## src/rtl/ov5640_pkg.sv

```systemverilog
// Shared DVP definitions: frame-timing state encoding and the default
// 1024x768 timing, also used by the capture side.
package ov5640_pkg;

  typedef enum logic [2:0] {
    IDLE,
    VSYNC,
    VBACK,
    ACTIVE,
    VFRONT
  } dvp_state_e;

  localparam int DEF_H_ACTIVE  = 1024;
  localparam int DEF_H_BLANK   = 256;
  localparam int DEF_V_ACTIVE  = 768;
  localparam int DEF_VSYNC_LEN = 4;
  localparam int DEF_V_BACK    = 16;
  localparam int DEF_V_FRONT   = 4;

  // Counter width for values 0..max_count-1, never narrower than one bit.
  function automatic int cnt_width(input int max_count);
    return (max_count < 2) ? 1 : $clog2(max_count);
  endfunction

endpackage

```

## src/rtl/ov5640_dvp_tx.sv

```systemverilog
// DVP transmitter: serialises RGB565 pixels into vsync/href/8-bit bytes
// with programmable frame timing; the frame never stalls on a missing pixel.
module ov5640_dvp_tx
  import ov5640_pkg::*;
#(
  parameter int H_ACTIVE  = DEF_H_ACTIVE,
  parameter int H_BLANK   = DEF_H_BLANK,
  parameter int V_ACTIVE  = DEF_V_ACTIVE,
  parameter int VSYNC_LEN = DEF_VSYNC_LEN,
  parameter int V_BACK    = DEF_V_BACK,
  parameter int V_FRONT   = DEF_V_FRONT
) (
  input  logic        clk,
  input  logic        rst_n,
  input  logic        en,
  input  logic [15:0] pix_data,
  input  logic        pix_valid,
  output logic        pix_ready,
  output logic        vsync,
  output logic        href,
  output logic [7:0]  data_out,
  output logic        frame_start,
  output logic        underflow
);

  localparam int LINE_CLKS = 2 * H_ACTIVE + H_BLANK;
  localparam int MAX_AB    = (VSYNC_LEN > V_BACK) ? VSYNC_LEN : V_BACK;
  localparam int MAX_CD    = (V_ACTIVE > V_FRONT) ? V_ACTIVE : V_FRONT;
  localparam int MAX_LINES = (MAX_AB > MAX_CD) ? MAX_AB : MAX_CD;
  localparam int COL_W     = cnt_width(LINE_CLKS);
  localparam int LINE_W    = cnt_width(MAX_LINES);

  localparam logic [COL_W-1:0] COL_LAST = COL_W'(LINE_CLKS - 1);
  localparam logic [COL_W:0]   HREF_END = (COL_W + 1)'(2 * H_ACTIVE);

  dvp_state_e        state, state_nxt;
  logic [COL_W-1:0]  col, col_nxt;
  logic [LINE_W-1:0] line, line_nxt, line_last;
  logic              eol, last_line;
  logic [15:0]       pix_reg, pix_reg_nxt;
  logic              vsync_d, href_d, frame_start_d, underflow_d;
  logic [7:0]        data_d;

  assign eol       = (col == COL_LAST);
  assign last_line = (line == line_last);

  always_comb begin
    line_last = '0;
    unique case (state)
      VSYNC:   line_last = LINE_W'(VSYNC_LEN - 1);
      VBACK:   line_last = LINE_W'(V_BACK - 1);
      ACTIVE:  line_last = LINE_W'(V_ACTIVE - 1);
      VFRONT:  line_last = LINE_W'(V_FRONT - 1);
      default: line_last = '0;
    endcase
  end

  // Next frame position; en only matters in IDLE and at the end of VFRONT.
  always_comb begin
    state_nxt = state;
    col_nxt   = col;
    line_nxt  = line;
    if (state == IDLE) begin
      col_nxt  = '0;
      line_nxt = '0;
      if (en) state_nxt = VSYNC;
    end else begin
      col_nxt = eol ? '0 : col + 1'b1;
      if (eol) begin
        if (last_line) begin
          line_nxt = '0;
          unique case (state)
            VSYNC:   state_nxt = VBACK;
            VBACK:   state_nxt = ACTIVE;
            ACTIVE:  state_nxt = VFRONT;
            VFRONT:  state_nxt = en ? VSYNC : IDLE;
            default: state_nxt = IDLE;
          endcase
        end else begin
          line_nxt = line + 1'b1;
        end
      end
    end
  end

  // Outputs are decoded from the next position so the flops line up with it.
  always_comb begin
    href_d        = (state_nxt == ACTIVE) && ({1'b0, col_nxt} < HREF_END);
    pix_ready     = href_d && !col_nxt[0];
    vsync_d       = (state_nxt == VSYNC);
    frame_start_d = (state_nxt == VSYNC) && (state != VSYNC);
    underflow_d   = pix_ready && !pix_valid;
    pix_reg_nxt   = pix_reg;
    data_d        = 8'h00;
    if (pix_ready) pix_reg_nxt = pix_valid ? pix_data : 16'h0000;
    if (href_d) begin
      if (!col_nxt[0]) data_d = pix_valid ? pix_data[15:8] : 8'h00;
      else             data_d = pix_reg[7:0];
    end
  end

  always_ff @(posedge clk or negedge rst_n) begin
    if (!rst_n) begin
      state       <= IDLE;
      col         <= '0;
      line        <= '0;
      pix_reg     <= '0;
      vsync       <= 1'b0;
      href        <= 1'b0;
      data_out    <= 8'h00;
      frame_start <= 1'b0;
      underflow   <= 1'b0;
    end else begin
      state       <= state_nxt;
      col         <= col_nxt;
      line        <= line_nxt;
      pix_reg     <= pix_reg_nxt;
      vsync       <= vsync_d;
      href        <= href_d;
      data_out    <= data_d;
      frame_start <= frame_start_d;
      underflow   <= underflow_d;
    end
  end

endmodule

```

## config.mk

```make
export PLATFORM = sky130hd
export DESIGN_NAME = ov5640_dvp_tx
export DESIGN_NICKNAME = d
export VERILOG_FILES = /design/src/rtl/ov5640_pkg.sv /design/src/rtl/ov5640_dvp_tx.sv
export SDC_FILE = /design/constraint.sdc
export NUM_CORES = 1
export LEC_CHECK = 0
export ABC_AREA = 1
export BUFFER_PORTS_ARGS = -buffer_cell sky130_fd_sc_hd__buf_2
export CORE_MARGIN = 2
export CORE_UTILIZATION = 50
export DETAILED_ROUTE_END_ITERATION = 12
export PLACE_DENSITY = 0.81
export SYNTH_ARGS = -nofsm -noshare
export SYNTH_HDL_FRONTEND = slang
export SYNTH_SLANG_ARGS = --single-unit
```

## constraint.sdc

```tcl
create_clock -name clk -period 3.9 [get_ports clk]
set_clock_uncertainty 0.1 [all_clocks]
set_input_delay 0.39 -clock clk [delete_from_list [all_inputs] [get_ports clk]]
set_output_delay 0.39 -clock clk [all_outputs]
set_load 0.1 [all_outputs]
```

-- Word-level counts from Yosys, hierarchy flattened
Index checks and enable logic that the tools add are counted.
W data, S select, Z words.
- register bits after elaboration: 45
- latch bits: 0
- memory bits (writable): 0
- ROM bits: 0
- output and inout port bits: 13
- word-level logic and storage cells: 46
- memories kept: 0
- $add $sub $neg: 2
- multiply operators: 0
- divide/modulo/power cells: 0
- $lt $le $gt $ge: 1
- equality and inequality tests: 9
- shift operators: 0
- multiplexer cells: 16
- bitwise gates (word level): 0
- reductions and logical operators: 9
- operator list (kind ; number):
    $mux W8 ; 4
    $mux W10 ; 3
    $pmux W10 S3 ; 1
    $mux W12 ; 2
    $add A12 B1 Y12 const B ; 1
    $eq A12 B12 Y1 const B ; 1
    $lt A12 B12 Y1 const B ; 1
    $mux W3 ; 4
    $pmux W3 S4 ; 1
    $add A10 B1 Y10 const B ; 1
    $eq A10 B10 Y1 ; 1
    $eq A3 B2 Y1 const B ; 3
    $eq A3 B1 Y1 const B ; 2
    $logic_and A1 B1 Y1 ; 4
    $eq A3 B3 Y1 const B ; 1
    $logic_not A3 Y1 ; 1
    $ne A3 B1 Y1 const B ; 1
    $logic_not A1 Y1 ; 2
    $reduce_bool A2 Y1 ; 1
    $reduce_or A2 Y1 ; 1
    $mux W1 ; 1

-- Depth between registers and ports, before layout
Gate-level depths: netlist of run 1.
- depth in word-level cells: 11
- mapped depth: 16
- gate-level depth less buffers: 16

-- Worst setup path before layout of run 1
OpenSTA, ideal clock, no wires.
- kind: register to output
- start point: register col[0]
- end point: output port pix_ready
- arrival: 2.362 ns
- data required time: 3.410 ns
- slack: 1.048 ns
- stages on the path, launching flop included: 16
- cell sequence: dfrtp_1 > ha_1 > nand2_1 > nor2_2 > inv_2 > nor2_4 > nand2_2 > nor2_4 > nand3_2 > nand2_1 > nand2_2 > nor2_4 > nand2_2 > nor2_4 > nand2_2 > inv_1
- word-level cells in the longest chain between the ends: 6
- elaborated cells on any way between the ends: 11
- ends and longest elaborated chain (item ; RTL line ; text):
    start, declared ; ov5640_dvp_tx.sv:37 ; logic [COL_W-1:0] col, col_nxt;
    start signal, assigned ; ov5640_dvp_tx.sv:115 ; col <= col_nxt;
    $eq A12 B12 Y1 ; ov5640_dvp_tx.sv:44 ; assign eol = (col == COL_LAST);
    $mux W3 ; ov5640_dvp_tx.sv:69 ; if (eol) begin
    $mux W3 ; ov5640_dvp_tx.sv:63 ; if (state == IDLE) begin
    via state_nxt[1] ; ov5640_dvp_tx.sv:36 ; dvp_state_e state, state_nxt;
    $eq A3 B2 Y1 ; ov5640_dvp_tx.sv:88 ; href_d = (state_nxt == ACTIVE) && ({1'b0, col_nxt} < HREF_END);
    $logic_and A1 B1 Y1 ; ov5640_dvp_tx.sv:88 ;
    $logic_and A1 B1 Y1 ; ov5640_dvp_tx.sv:89 ; pix_ready = href_d && !col_nxt[0];
    end, declared ; ov5640_dvp_tx.sv:18 ; output logic pix_ready,
The timed path passes the listed nets, and every way through them passes these cells.

-- Worst setup path in the final report of run 1
Ends and elaborated chain as after synthesis.

==> results of run 1 <==
==> power by group <==
part	leakage (uW)	total, uW	internal [uW]	switching, uW
clock	0.0000439	280	124	156
combinational	0.000687	26.9	9.53	17.3
sequential	0.000604	466	466	0
==> layout by cell type, fill, tap and decap left out, types with 4 or more instances in the layout <==
master / n
clkbuf_8: 5
inv_1: 32
a21oi_1: 10
a21oi_2: 8
xor2_1: 5
dfrtp_1: 45
nand2_1: 67
nor2_1: 30
nand3_1: 29
buf_2: 32
nand2_2: 4
o21ai_0: 5
nor2_4: 5
==> worst min-delay path by stage <==
stage                                       from                endpoint
after floorplan                            rst_n        col[0]$_DFF_PN0_
after global placement    pix_reg[2]$_DFFE_PN0P_  pix_reg[2]$_DFFE_PN0P_
after detailed placement  pix_reg[5]$_DFFE_PN0P_  pix_reg[5]$_DFFE_PN0P_
after CTS                                  rst_n        col[7]$_DFF_PN0_
after global routing                       rst_n        col[7]$_DFF_PN0_
final                                      rst_n        col[7]$_DFF_PN0_
==> per-stage QoR <==
step	util (%)	power (uW)
5_1_grt	58.25	804.4
3_3_place_gp	56.26	502.8
2_1_floorplan	-	484.2
3_5_place_dp	56.26	503.3
6_report	58.25	772.5
4_1_cts	58.25	781.4
==> per-layer routing <==
metal  global-route usage, %  up-vias
met3                   3.989        6
met5                       0        -
met4                   6.289        0
li1                        -      945
met2                   29.91       51
met1                   24.16      815
==> area by class of cell <==
type	instances	area, sq um
clock buffers	5	68.82
well taps	52	65.06
multi-input cells	189	960.9
inverters	36	137.6
flip-flops and latches	45	1126
clock inverters	3	17.52
repair buffers	32	160.2
fillers	377	1818
==> kinds of logic after synthesis <==
logic type	share of synthesized area, %
AO/OA/AOI/OAI	8.945
flip-flops	50.00
buffers and inverters	7.333
XOR/XNOR	1.944
AND/OR/NAND/NOR	30.67
adder cells (fa/ha/maj)	1.111
==> critical path, stage by stage (launching register included) <==
cell	delay (ps)
dfrtp_1	410
ha_1	210
nand2_1	90
nor2_2	150
inv_2	60
nor2_4	100
nand2_2	80
nor2_4	120
nand3_2	130
nand2_1	110
nand2_2	70
nor2_4	110
nand2_2	80
nor2_4	290
nand2_2	190
inv_1	90
buf_2	420
==> impl_metrics.xml, run 1 <==
<?xml version="1.0" encoding="UTF-8"?>
<metrics>
  <group name="synthesis">
    <metric name="netlist-cell-type-count" unit="">30</metric>
    <metric name="synth-main-ff-cell" unit="">dfrtp_1</metric>
    <metric name="synth_top_cell_area_share" unit="%">50.00</metric>
    <metric name="post_synthesis_register_bit_count" unit="">45</metric>
    <metric name="synth-warning-count" unit="">0</metric>
    <metric name="synth.net_count" unit="">297</metric>
    <metric name="synth_cells" unit="">275</metric>
    <metric name="yosysSeqAreaShare" unit="%">50.00</metric>
    <metric name="avgSynthCellArea" unit="sq um">8.190</metric>
    <metric name="synth_largest_area_cell" unit="">dfrtp_1</metric>
    <metric name="number_of_flops_mapped_to_enable_cells_by_yosys" unit="">0</metric>
    <metric name="post_synth_main_area_contributors" unit="">dfrtp_1 (50%), nand2_1 (11%), nand3_1 (6.4%), inv_1 (5.3%), nor2_1 (5.0%)</metric>
    <metric name="synth_most_common_cell" unit="">nand2_1</metric>
    <metric name="yosys-top-cells-count" unit="">nand2_1 (67), dfrtp_1 (45), inv_1 (32), nor2_1 (30), nand3_1 (29)</metric>
    <metric name="synth.cell_area" unit="sq um">2252</metric>
    <metric name="postSynth.asyncResetShare" unit="%">100.0</metric>
  </group>
  <group name="pwr">
    <metric name="max-vdd-ir-drop" unit="mV">0.1815</metric>
    <metric name="p_leak" unit="uW">0.001335</metric>
    <metric name="power.density_cell_area" unit="nW/um^2">304.6</metric>
  </group>
  <group name="timing">
    <metric name="final.setup.tns" unit="ps">0</metric>
    <metric name="hold_fails_final_rpt" unit="">0</metric>
    <metric name="setup_viol_count_final" unit="">0</metric>
    <metric name="tightest_slew" unit="ps">960.6</metric>
    <metric name="final.hold.worst_slack" unit="ps">139.5</metric>
    <metric name="fmax" unit="MHz">286.1</metric>
    <metric name="postLayoutSetupSlackWorst" unit="ps">404.3</metric>
    <metric name="maxSlewHeadroom" unit="%">35.96</metric>
    <metric name="period_share" unit="%">89.63</metric>
    <metric name="drv_slew" unit="">0</metric>
    <metric name="finalWorstPathRequiredPeriod" unit="ps">3496</metric>
    <metric name="rsz0062_at_grt" unit="">false</metric>
  </group>
  <group name="die">
    <metric name="fp.dieH" unit="um">71.12</metric>
    <metric name="ios" unit="">33</metric>
    <metric name="row_count" unit="">24</metric>
    <metric name="floorplan.core_area" unit="sq um">4354</metric>
    <metric name="die-width" unit="um">71.12</metric>
    <metric name="initial_util" unit="%">51.72</metric>
    <metric name="die-area" unit="sq um">5057</metric>
  </group>
  <group name="drt">
    <metric name="met3_wire_length" unit="um">216</metric>
    <metric name="vias" unit="">1817</metric>
    <metric name="dr.first_iter.drc_count" unit="">121</metric>
    <metric name="antenna_left" unit="">0</metric>
    <metric name="met1Wirelength" unit="mm">1.990</metric>
    <metric name="pre_antenna_drt_iters" unit="">4</metric>
    <metric name="avgRoutedWirePerCell" unit="um">11.58</metric>
    <metric name="drc" unit="">0</metric>
    <metric name="routed.top_layer" unit="">met4</metric>
    <metric name="post_drt_via_cell_ratio" unit="">5.019</metric>
    <metric name="routed-wl-met2" unit="mm">1.934</metric>
    <metric name="drt_total_wl" unit="mm">4.191</metric>
  </group>
  <group name="placed_design">
    <metric name="dpl_cell_area" unit="sq um">2450</metric>
    <metric name="total_half_perimeter_wirelength_after_legalization_and_detailed_placement" unit="mm">3.160</metric>
    <metric name="numPlacedInstances" unit="">354</metric>
    <metric name="portBuffers" unit="">32</metric>
    <metric name="globalplace.congestion" unit="">0.7878</metric>
    <metric name="pre_cts_ws" unit="ps">751.1</metric>
  </group>
  <group name="worst_setup_path">
    <metric name="critPathLaunchType" unit="">register</metric>
    <metric name="reg2reg_depth" unit="">16</metric>
    <metric name="path_max_fanout" unit="">11</metric>
    <metric name="worst_r2r_endpoint" unit="">pix_reg[7]$_DFFE_PN0P_</metric>
    <metric name="crit_end" unit="">pix_ready</metric>
    <metric name="regToRegStartpoint" unit="">col[0]$_DFF_PN0_</metric>
    <metric name="reg2reg_setup_slack" unit="ps">1330</metric>
    <metric name="setup.worst_path.class" unit="">reg -&gt; out</metric>
    <metric name="timing.critical_path.required" unit="ps">3410</metric>
    <metric name="critical_path.startpoint" unit="">col[0]$_DFF_PN0_</metric>
    <metric name="worstSetupEndpointType" unit="">output pin</metric>
    <metric name="cp_data_arrival_time" unit="ps">3010</metric>
  </group>
  <group name="global_route">
    <metric name="remaining_overflow_grt" unit="">0</metric>
    <metric name="via_count_of_the_first_global_routing_pass" unit="">1735</metric>
    <metric name="global_route.usage.total" unit="%">18.25</metric>
    <metric name="grt_antenna_before_repair" unit="">0</metric>
    <metric name="grt_start_max_net_pins" unit="">46</metric>
    <metric name="wire_length_of_the_first_global_routing_pass" unit="mm">7.320</metric>
  </group>
  <group name="finish">
    <metric name="area.growth.synth_to_final" unit="%">12.61</metric>
    <metric name="drive_gt1_share" unit="%">21.61</metric>
    <metric name="biggestRegsByFlops" unit="">col (12), line (10)</metric>
    <metric name="largest_register" unit="">col</metric>
    <metric name="finalNetCount" unit="">331</metric>
    <metric name="largest_register_ff_count" unit="">12</metric>
    <metric name="antenna_diode_count" unit="">0</metric>
    <metric name="instances_no_fill" unit="">362</metric>
    <metric name="fin_area" unit="sq um">2536</metric>
  </group>
  <group name="clocking">
    <metric name="tritoncts" unit="">built</metric>
    <metric name="cts-buffers-inserted" unit="">5</metric>
    <metric name="cts.path.max_buffers" unit="">2</metric>
    <metric name="cts.reportedPaths.clkPinSlew" unit="ps">90</metric>
    <metric name="root_buffer" unit="">clkbuf_8</metric>
    <metric name="cts_resized" unit="">0</metric>
    <metric name="clock_sinks" unit="">45</metric>
    <metric name="post_cts_buffers" unit="">0</metric>
    <metric name="postCtsHoldBufs" unit="">0</metric>
    <metric name="clock_h_tree_levels" unit="">2</metric>
    <metric name="clk-insertion-delay-late" unit="ps">300</metric>
  </group>
  <group name="worst_hold_path">
    <metric name="hold_path.class" unit="">in -&gt; async</metric>
  </group>
  <group name="outcome">
    <metric name="outcome" unit="">completed</metric>
  </group>
  <group name="job">
    <metric name="max_cap_violations" unit="">0</metric>
  </group>
</metrics>
(Power assumes the default switching activity.)
==> run 2: changes to the inputs <==
CELL_PAD_IN_SITES_DETAIL_PLACEMENT = 1   (was unset)
CELL_PAD_IN_SITES_GLOBAL_PLACEMENT = 1   (was unset)
CORE_UTILIZATION = 45   (was 50)
PLACE_DENSITY = 0.94   (was 0.81)
==> run 2 against run 1 <==
- routed wire length increased by 35%
- final area increased by 2.1%
- global-route usage rose by 4.5 points
- final cell count up 4.1%
- non-clock buffer count unchanged
- setup slack lost 40 ps
- combinational power is 6% higher
- count of clock-buffer cells in the layout is 1 higher
- hold slack got worse by 2.1 ps
- utilization decreased by 4.2 points
==> impl_metrics.xml, run 2 (synthesis gave the netlist of run 1 again) <==
<?xml version="1.0" encoding="UTF-8"?>
<metrics>
  <group name="global_route">
    <metric name="wire_length_of_the_first_global_routing_pass" unit="mm">9.446</metric>
    <metric name="remaining_overflow_grt" unit="">0</metric>
    <metric name="busiest_layer" unit="">met2</metric>
    <metric name="use_met2" unit="%">36.38</metric>
    <metric name="global_route.usage.total" unit="%">22.71</metric>
    <metric name="grt_use_met1" unit="%">30.05</metric>
    <metric name="met3_usage" unit="%">5.221</metric>
    <metric name="grt_antenna_before_repair" unit="">0</metric>
    <metric name="via_count_of_the_first_global_routing_pass" unit="">1980</metric>
    <metric name="grt_start_max_net_pins" unit="">46</metric>
  </group>
  <group name="pwr">
    <metric name="fin_total_pwr" unit="uW">867.8</metric>
    <metric name="power.density_cell_area" unit="nW/um^2">335.2</metric>
    <metric name="max-vdd-ir-drop" unit="mV">0.1999</metric>
    <metric name="p_leak" unit="uW">0.001349</metric>
  </group>
  <group name="worst_setup_path">
    <metric name="reg2reg_depth" unit="">16</metric>
    <metric name="setup.worst_path.class" unit="">reg -&gt; out</metric>
    <metric name="regToRegStartpoint" unit="">col[0]$_DFF_PN0_</metric>
    <metric name="reg2reg_setup_slack" unit="ps">1260</metric>
    <metric name="worstPathCellList" unit="">ha_1 -&gt; nand2_1 -&gt; nor2_2 -&gt; inv_2 -&gt; nor2_4 -&gt; nand2_2 -&gt; nor2_4 -&gt; nand3_2 -&gt; nand2_1 -&gt; nand2_2 -&gt; nor2_4 -&gt; nand2_2 -&gt; nor2_4 -&gt; nand2_2 -&gt; inv_1 -&gt; buf_2</metric>
    <metric name="buf_inv_stages_crit_path" unit="">3</metric>
    <metric name="cp_data_arrival_time" unit="ps">3050</metric>
    <metric name="critPathLaunchType" unit="">register</metric>
    <metric name="worst_r2r_endpoint" unit="">pix_reg[1]$_DFFE_PN0P_</metric>
    <metric name="path_max_fanout" unit="">11</metric>
    <metric name="timing.critical_path.required" unit="ps">3410</metric>
    <metric name="cp_slowest_stage_delay" unit="ps">440</metric>
    <metric name="path_delay_family" unit="">simple AND/OR/NAND/NOR gates</metric>
    <metric name="cp_slowest_cell" unit="">dfrtp_1</metric>
    <metric name="worstSetupEndpointType" unit="">output pin</metric>
  </group>
  <group name="timing">
    <metric name="maxSlewHeadroom" unit="%">34.66</metric>
    <metric name="fmax" unit="MHz">282.8</metric>
    <metric name="finalWorstPathRequiredPeriod" unit="ps">3536</metric>
    <metric name="setup_viol_count_final" unit="">0</metric>
    <metric name="drv_slew" unit="">0</metric>
    <metric name="final.setup.tns" unit="ps">0</metric>
    <metric name="period_share" unit="%">90.67</metric>
    <metric name="tightest_slew" unit="ps">980.1</metric>
    <metric name="rsz0062_at_grt" unit="">false</metric>
    <metric name="postLayoutSetupSlackWorst" unit="ps">363.8</metric>
    <metric name="hold_fails_final_rpt" unit="">0</metric>
  </group>
  <group name="clocking">
    <metric name="cts_resized" unit="">0</metric>
    <metric name="postCtsHoldBufs" unit="">0</metric>
    <metric name="cts-buffers-inserted" unit="">5</metric>
    <metric name="clk-insertion-delay-late" unit="ps">300</metric>
    <metric name="root_buffer" unit="">clkbuf_8</metric>
    <metric name="clock_h_tree_levels" unit="">2</metric>
    <metric name="clock_sinks" unit="">45</metric>
    <metric name="post_cts_buffers" unit="">0</metric>
    <metric name="cts.reportedPaths.clkPinSlew" unit="ps">90</metric>
    <metric name="tritoncts" unit="">built</metric>
    <metric name="cts.path.max_buffers" unit="">2</metric>
  </group>
  <group name="die">
    <metric name="die-area" unit="sq um">5587</metric>
    <metric name="die-width" unit="um">74.75</metric>
    <metric name="ios" unit="">33</metric>
    <metric name="floorplan.core_area" unit="sq um">4786</metric>
    <metric name="row_count" unit="">25</metric>
    <metric name="initial_util" unit="%">47.06</metric>
    <metric name="fp.dieH" unit="um">74.75</metric>
  </group>
  <group name="drt">
    <metric name="drt_total_wl" unit="mm">5.637</metric>
    <metric name="drc" unit="">0</metric>
    <metric name="antenna_left" unit="">0</metric>
    <metric name="vias" unit="">1957</metric>
    <metric name="post_drt_via_cell_ratio" unit="">5.191</metric>
    <metric name="avgRoutedWirePerCell" unit="um">14.95</metric>
    <metric name="dr.first_iter.drc_count" unit="">76</metric>
    <metric name="pre_antenna_drt_iters" unit="">4</metric>
  </group>
  <group name="finish">
    <metric name="num-fill-cells" unit="">585</metric>
    <metric name="largest_register_ff_count" unit="">12</metric>
    <metric name="post-route-util" unit="%">54.09</metric>
    <metric name="area.growth.synth_to_final" unit="%">14.94</metric>
    <metric name="antenna_diode_count" unit="">0</metric>
    <metric name="biggestRegsByFlops" unit="">col (12), line (10)</metric>
    <metric name="fin_area" unit="sq um">2589</metric>
    <metric name="largest_register" unit="">col</metric>
    <metric name="finalNetCount" unit="">331</metric>
    <metric name="layout.area.seq" unit="sq um">1126</metric>
    <metric name="drive_gt1_share" unit="%">21.61</metric>
    <metric name="multi_input_comb_area" unit="sq um">960.9</metric>
    <metric name="commonest_non_fill_non_tap_cell_in_the_layout" unit="">nand2_1</metric>
    <metric name="layout.cells.most_common_list" unit="">nand2_1 (67), dfrtp_1 (45), inv_1 (32), buf_2 (32), nor2_1 (30)</metric>
  </group>
  <group name="worst_hold_path">
    <metric name="hold_path.class" unit="">in -&gt; async</metric>
  </group>
  <group name="placed_design">
    <metric name="dpl_cell_area" unit="sq um">2469</metric>
    <metric name="globalplace.congestion" unit="">0.8415</metric>
    <metric name="portBuffers" unit="">32</metric>
    <metric name="pre_cts_ws" unit="ps">712.3</metric>
    <metric name="total_half_perimeter_wirelength_after_legalization_and_detailed_placement" unit="mm">4.047</metric>
  </group>
  <group name="job">
    <metric name="max_cap_violations" unit="">0</metric>
  </group>
  <group name="outcome">
    <metric name="outcome" unit="">completed</metric>
  </group>
</metrics>
-- run 2: cell types whose count changed in the layout (fill, tap and decap cells not counted), sizes merged --
cell / previous run / this run
clkinv: 2 / 0
bufinv: 0 / 1
clkbuf: 5 / 6
-- run 2: area by class of cell --
cell class                      count  share of cell area, %
Inverter                           36                  5.317
Tap cell                           67                  3.238
Sequential cell                    45                  43.50
Clock inverter                      2                  1.450
Timing Repair Buffer               32                  6.187
Clock buffer                        6                  3.190
Multi-Input combinational cell    189                  37.12
-- run 2: report_power, final --
part / leakage, uW / internal (uW) / switching (uW)
Combinational: 0.000687 / 9.59 / 18.9
Sequential: 0.000604 / 466 / 0
Clock: 0.0000574 / 208 / 165
-- run 2: worst register-to-register path: stages (launching register included) --
cell and delay, ps:
dfrtp_1 440, ha_1 220, nand2_1 90, nor2_2 160, inv_2 70, nor2_4 110, nand2_2 80, nor2_4 120
nand3_2 130, nand2_1 100, nand2_2 60, nor2_4 110, nand2_2 70, nor2_4 260, nand2_2 220, nand2_1 130
nand2_1 70
-- run 2: metal layers --
| layer | vias up | wire length (um) |
|---|---|---|
| li1 | 943 | - |
| met1 | 968 | 2615 |
| met2 | 39 | 2728 |
| met3 | 7 | 181 |
| met4 | 0 | 111 |
| met5 | - | 0 |
-- run 2: worst max-delay path by stage --
stage                     start         to  slack, ps  cells after the start
6_report       col[0]$_DFF_PN0_  pix_ready        360                     16
3_5_place_dp   col[0]$_DFF_PN0_  pix_ready        710                     16
2_1_floorplan  col[0]$_DFF_PN0_  pix_ready       1050                     15
4_1_cts        col[0]$_DFF_PN0_  pix_ready        340                     16
5_1_grt        col[0]$_DFF_PN0_  pix_ready        130                     16
3_3_place_gp   col[0]$_DFF_PN0_  pix_ready        870                     16
-- run 2: per-stage QoR --
stage               cells  hold slack [ps]
floorplan             275           -5.591
global placement      369            362.5
detailed placement    369            373.2
CTS                   377            177.3
global route          377            206.1
finish                377            137.5
